[src/rtl/if_id_fetch_ctrl.sv]
// IF/ID fetch controller: pairs synchronous-memory words with their fetch address,
// drops duplicate and wrong-path words, decodes J/JAL early and holds the IF/ID register.
module if_id_fetch_ctrl #(
  parameter int unsigned ADDR_W = 10,
  parameter int unsigned DATA_W = 32,
  parameter logic [5:0]  J_OP   = 6'b000010,
  parameter logic [5:0]  JAL_OP = 6'b000011
) (
  input  logic              clock,
  input  logic              reset_n,
  input  logic [DATA_W-1:0] instruc,
  input  logic [ADDR_W-1:0] PC_current,
  input  logic              stall,
  input  logic              branch_taken,
  input  logic [ADDR_W-1:0] branch_target,
  output logic              PC_write,
  output logic              PC_sel,
  output logic              jump_sel,
  output logic [ADDR_W-1:0] branch_address,
  output logic [ADDR_W-1:0] jump_address,
  output logic [DATA_W-1:0] instruc_ID,
  output logic [ADDR_W-1:0] PC_ID,
  output logic              valid_ID
);

  logic [ADDR_W-1:0] tag_r;
  logic              new_r;
  logic              squash_r;
  logic              skid_v_r;
  logic [DATA_W-1:0] skid_instr_r;
  logic [ADDR_W-1:0] skid_pc_r;

  logic              arr_v_s;
  logic              src_v_s;
  logic [DATA_W-1:0] instr_src_s;
  logic [ADDR_W-1:0] pc_src_s;
  logic              is_jump_s;

  // A word is real only if the PC moved past its address on the sampling edge
  // (otherwise it will be read again) and it is not on a squashed path.
  assign arr_v_s = new_r & ~squash_r;

  // Select the IF source: a parked skid entry is older than the live arrival.
  always_comb begin
    if (skid_v_r) begin
      src_v_s     = 1'b1;
      instr_src_s = skid_instr_r;
      pc_src_s    = skid_pc_r;
    end else begin
      src_v_s     = arr_v_s;
      instr_src_s = instruc;
      pc_src_s    = tag_r;
    end
  end

  assign is_jump_s = src_v_s &&
                     ((instr_src_s[DATA_W-1 -: 6] == J_OP) ||
                      (instr_src_s[DATA_W-1 -: 6] == JAL_OP));

  assign branch_address = branch_target;
  assign jump_address   = ADDR_W'(instr_src_s[9:0]);

  // Fetch-mux control; branch beats stall, stall beats jump.
  always_comb begin
    PC_write = 1'b1;
    PC_sel   = 1'b0;
    jump_sel = 1'b0;
    if (!reset_n) begin
      PC_write = 1'b1;
      PC_sel   = 1'b0;
      jump_sel = 1'b0;
    end else if (branch_taken) begin
      PC_write = 1'b1;
      PC_sel   = 1'b1;
      jump_sel = 1'b0;
    end else if (stall) begin
      PC_write = 1'b0;
      PC_sel   = 1'b0;
      jump_sel = 1'b0;
    end else begin
      PC_write = 1'b1;
      PC_sel   = 1'b0;
      jump_sel = is_jump_s;
    end
  end

  // Arrival tagging, squash window, skid buffer and IF/ID register.
  always_ff @(posedge clock or negedge reset_n) begin
    if (!reset_n) begin
      tag_r        <= {ADDR_W{1'b0}};
      new_r        <= 1'b0;
      squash_r     <= 1'b0;
      skid_v_r     <= 1'b0;
      skid_instr_r <= {DATA_W{1'b0}};
      skid_pc_r    <= {ADDR_W{1'b0}};
      valid_ID     <= 1'b0;
      instruc_ID   <= {DATA_W{1'b0}};
      PC_ID        <= {ADDR_W{1'b0}};
    end else begin
      tag_r <= PC_current;
      new_r <= PC_write;
      if (branch_taken) begin
        valid_ID <= 1'b0;
        skid_v_r <= 1'b0;
        squash_r <= 1'b1;
      end else if (stall) begin
        squash_r <= 1'b0;
        if (arr_v_s && !skid_v_r) begin
          skid_v_r     <= 1'b1;
          skid_instr_r <= instruc;
          skid_pc_r    <= tag_r;
        end else begin
          skid_v_r <= skid_v_r;
        end
      end else begin
        instruc_ID <= instr_src_s;
        PC_ID      <= pc_src_s;
        valid_ID   <= src_v_s;
        skid_v_r   <= 1'b0;
        squash_r   <= is_jump_s;
      end
    end
  end

endmodule
[config.mk]
export PLATFORM = sky130hd
export DESIGN_NAME = if_id_fetch_ctrl
export DESIGN_NICKNAME = d
export VERILOG_FILES = /design/src/rtl/if_id_fetch_ctrl.sv
export SDC_FILE = /design/constraint.sdc
export NUM_CORES = 1
export LEC_CHECK = 0
export ABC_AREA = 1
export CAP_MARGIN = 20
export CORE_ASPECT_RATIO = 1.75
export CORE_MARGIN = 10
export CORE_UTILIZATION = 25
export CTS_CLUSTER_DIAMETER = 60
export DETAILED_ROUTE_END_ITERATION = 7
export GPL_ROUTABILITY_DRIVEN = 0
export PLACE_DENSITY = 0.5
export SLEW_MARGIN = 5
export SYNTH_ARGS = -nofsm -noshare
export SYNTH_HDL_FRONTEND = slang
export SYNTH_SLANG_ARGS = --single-unit
[constraint.sdc]
create_clock -name clock -period 1.7 [get_ports clock]
set_input_delay 0.34 -clock clock [delete_from_list [all_inputs] [get_ports clock]]
set_output_delay 0.34 -clock clock [all_outputs]
set_load 0.02 [all_outputs]
; ---- Yosys cells after proc, flatten, opt, wreduce, memory -nomap -nowiden
; Cells that the tools add are included.
[word_totals]
register_bits = 98
input_bits = 56
out_inout_bits = 66
elab_cells = 40
[classes]
eq_ne = 4
muxes = 17
bitwise = 4
n_reduce_logical = 6
[op_table]
columns = cell, count
row1 = $mux W32, 1
row2 = $mux W1, 15
row3 = $eq A6 B2 Y1 const B, 2
row4 = $mux W10, 1
row5 = $ne A3 B1 Y1 const B, 1
row6 = $not A1 Y1, 3
row7 = $reduce_and A3 Y1, 1
row8 = $logic_and A1 B1 Y1, 2
row9 = $ne A2 B1 Y1 const B, 1
row10 = $reduce_and A2 Y1, 1
row11 = $and A1 B1 Y1, 1
row12 = $logic_not A1 Y1, 1
row13 = $logic_or A1 B1 Y1, 1

; ---- Depth between registers and ports, before layout
[logic_depth]
depth_word = 7
depth_mapped = 8
mapped_depth_nobuf = 7

; ---- Least setup slack after synthesis
; No wires, ideal clock.
[synth_timing]
kind = reg-to-output
startpoint = reg skid_v_r
endpoint = out jump_sel
arrival_time_ns = 1.232
t_required_ns = 1.360
slack_ns = 0.128
stages_incl_launch_ff = 8
n_path_buf = 2
path_cell_list = dfrtp_1 -> buf_4 -> buf_2 -> nand2_1 -> nand3_1 -> nor2_1 -> nand2_1 -> nor2_1
[synth_via]
elab_chain_cells = 7
word_cells_on_any_way = 9
cone_classes = eq/ne (2) / mux (5) / reduce/logical (2)
[synth_rtl]
columns = element, line_no
row1 = start: declaration, 29  ; logic skid_v_r;
row2 = start signal: assignment, 113  ; skid_v_r <= skid_v_r;
row3 = $mux W32, 45  ; if (skid_v_r) begin
row4 = "$eq A6 B2 Y1, on equally long branches", "57, 58"
row5 = $logic_or A1 B1 Y1, 57  ; ((instr_src_s[DATA_W-1 -: 6] == J_OP) ||
row6 = $logic_and A1 B1 Y1 *, 56  ; assign is_jump_s = src_v_s &&
row7 = $mux W1 *, 76  ; end else if (stall) begin
row8 = $mux W1 *, 72  ; end else if (branch_taken) begin
row9 = $mux W1 *, 68  ; if (!reset_n) begin
row10 = end: declaration, 18  ; output logic jump_sel,
; Mark *: on every way between the ends. The rest lies on a longest branch, timed or not.

; ---- Worst setup path after layout
; Same ends and word-level chain as after synthesis.

==> summary.txt <==
Route
  – DR WL met3: approximately 540 um
  – Iteration-0 DRC Markers: 130
  – Pre-antenna DRT Iters: 4
  – Routed vias/inst: 4.12
  – Drt wl/cell: roughly 14 um
  – Met2 WL: a little under 6000 um
  – DRC: 0
  – Wirelength, routed: roughly 12000 um
  – ANT nets after route: 0
  – Via count: 3402
  – Wire length on met1: ~4900 um
  – DR top layer: met4

Die
  – Row count: 63
  – Die ar.: approximately 23000 sq um
  – Die span in y: 193 um
  – Core Area: about 17000 sq um
  – Num ports: approximately 120
  – Die Wd: 119 um
  – Initial core utilization: 0.254

Synthesis
  – Yosys warnings: 0
  – Yosys reg bits: 98
  – Post-Syn Instances: 480
  – Synth area leader: dfrtp_1
  – Top cell type's share of synthesized area: 0.573
  – Synth top area cells: dfrtp_1, nand2_1, o21ai_0
  – Synthesized cell area: 4280 sq um
  – Post-synth net total: 536
  – Avg Cell Area, Syn: 8.91 sq um
  – Yosys cell types: 17
  – Register area share after synthesis: 0.573

Finish
  – Share of layout cells above drive strength 1: 0.212
  – N_diodes: 0
  – P&R area growth vs syn: 44.2%
  – Final cell count without fillers: roughly 830
  – Layout net count: 649

STA
  – Setup ws final: -240 ps
  – Setup TNS: -373 ps
  – Final setup vio count: 8
  – Hold Fails Final Rpt: 0
  – RSZ-0062 raised after global routing: true
  – Period minus WS final: between 1500 and 2000 ps
  – Slew Viols, Final: 0
  – Final period util: 1.14
  – Tightest Pin Transition: around 750 ps
  – Setup Skew: 7.00 ps
  – Slew HR: 0.503
  – F_max: between 0.5 and 0.6 GHz

Global route
  – Largest net degree at the start of global routing: roughly 60
  – Gr ovfl total: 0
  – GRT Total Usage: 0.102
  – Vias in the first global route: 3479
  – Initial antenna violation count: 0
  – First-pass GRT wire length: between 15000 and 20000 um

Placement
  – Placed cells: ~800
  – DP HPWL: 8460 um
  – PortBufs: 101
  – Pre-CTS setup slack: -434 ps

Worst setup path
  – CP Launch Type: register
  – CP Capture Type: output port
  – CP Class: reg -> out
  – Maximum fanout along the worst path: 7
  – Crit. Startpoint: skid_v_r
  – Critical Path RT: 1360 ps
  – FF-to-FF Start: skid_v_r
  – WP data arrival: around 1600 ps
  – Worst reg-to-reg path cell count: 7
  – Worst R2R End: skid_pc_r[1]
  – Reg2reg setup slack: about 20 ps

CTS
  – H-tree depth: 3
  – Clk buf depth: 2
  – Root Driver: clkbuf_16
  – Clock Sink Count: 98
  – TritonCTS Buffers: 9
  – CTS clk-pin slew, worst paths: 60 ps
  – Hold buffer count at cts: 0
  – Clock Latency Late Sink: 340 ps
  – CTS tree: yes

Pwr
  – Tot Pwr: 6.21 mW
  – Leakage: between 3 and 4 nW
  – PwrDens: approximately 1000 nW/um^2
  – Worst vdd ir: about 0.0004 V

Hold path
  – Hold WC Path Type: in -> async

Job
  – Max cap viols: 0

Run status
  – Failing checks: setup timing
  – Outcome: finished with violations
worst max-delay path: stages (launching register included):
cell	delay [ps]
dfrtp_2	410
buf_8	150
inv_8	50
buf_4	150
nand2_4	60
nand2_2	50
nor2_1	90
nand2_1	70
nor2_1	90
buf_4	150
state kept, by name, indices dropped and copies added, names as in the netlist, 10 cells and up:
name	count
instruc_ID	32
skid_instr_r	32
PC_ID	10
skid_pc_r	10
tag_r	10
worst max-delay path by stage:
stage / end / slack, ps / cells past startpoint
finish: jump_sel / -240 / 9
CTS: jump_sel / -310 / 9
global placement: jump_address[4] / -330 / 4
global route: jump_sel / -380 / 9
floorplan: jump_sel / 130 / 7
detailed placement: jump_address[4] / -430 / 4
cell usage after synthesis (all sizes together):
master    n
o21ai   110
nand3     1
nand2   136
nor3      1
a31oi     2
buf      38
nand4     1
inv      51
dfrtp    98
clkbuf    8
nor2     34
metrics by stage:
step	area (sq um)	util	hold slack, ps
6_report	6170	0.366	218
5_1_grt	6170	0.366	257
4_1_cts	6060	0.359	226
3_5_place_dp	5610	0.333	465
3_3_place_gp	5610	0.333	465
2_1_floorplan	4280	-	44.4
area by class of cell:
cell class                      count  area [sq um]
Tap cell                          227           284
Sequential cell                    98          2450
Clock buffer                       11           233
Clock inverter                      5          38.8
Timing Repair Buffer              148          1500
Fill cell                        1764         10700
Inverter                           51           199
Multi-Input combinational cell    285          1460
logic make-up after synthesis:
family          share of synthesized area
flops                               0.573
buf+inv                             0.120
compound gates                      0.151
simple gates                        0.156
placed cells by master (no fill, tap or decap):
master and count:
dlymetal6s2s_1 17, buf_12 7, inv_1 48, nand2_1 121
nor3_1 1, inv_8 1, dfrtp_1 97, inv_6 1
inv_2 2, buf_4 43, buf_8 1, dlygate4sd2_1 6
nor2_4 2, o21ai_0 41, dfrtp_2 1, clkbuf_16 9
clkdlybuf4s50_1 65, nor2_2 1, nor2_1 31, a31oi_1 2
o21ai_1 40, nand2_4 2, nand3_2 1, nand2_2 13
buf_6 9, clkbuf_1 2, nand4_4 1, clkinvlp_4 4
o21ai_2 22, o21ai_4 7
routing by layer:
layer | vias to the layer above | track usage
met1 | 1583 | 0.118
met4 | 0 | 0.0646
met2 | 84 | 0.169
met3 | 31 | 0.0224
li1 | 1704 | -
met5 | - | 0
what timing repair did:
item                                    CTS  global route
hold endpoints to repair                  0             0
pin swaps                                11             6
endpoints found under the setup margin   60            64
resized for setup                       115            30
setup buffers                             8             2
power breakdown:
part | internal (mW) | switching (mW) | total (mW)
sequential | 2.69 | 0.201 | 2.89
clock | 0.999 | 0.888 | 1.89
combinational | 0.679 | 0.750 | 1.43
Note: power is estimated with default switching activity, not from simulation.
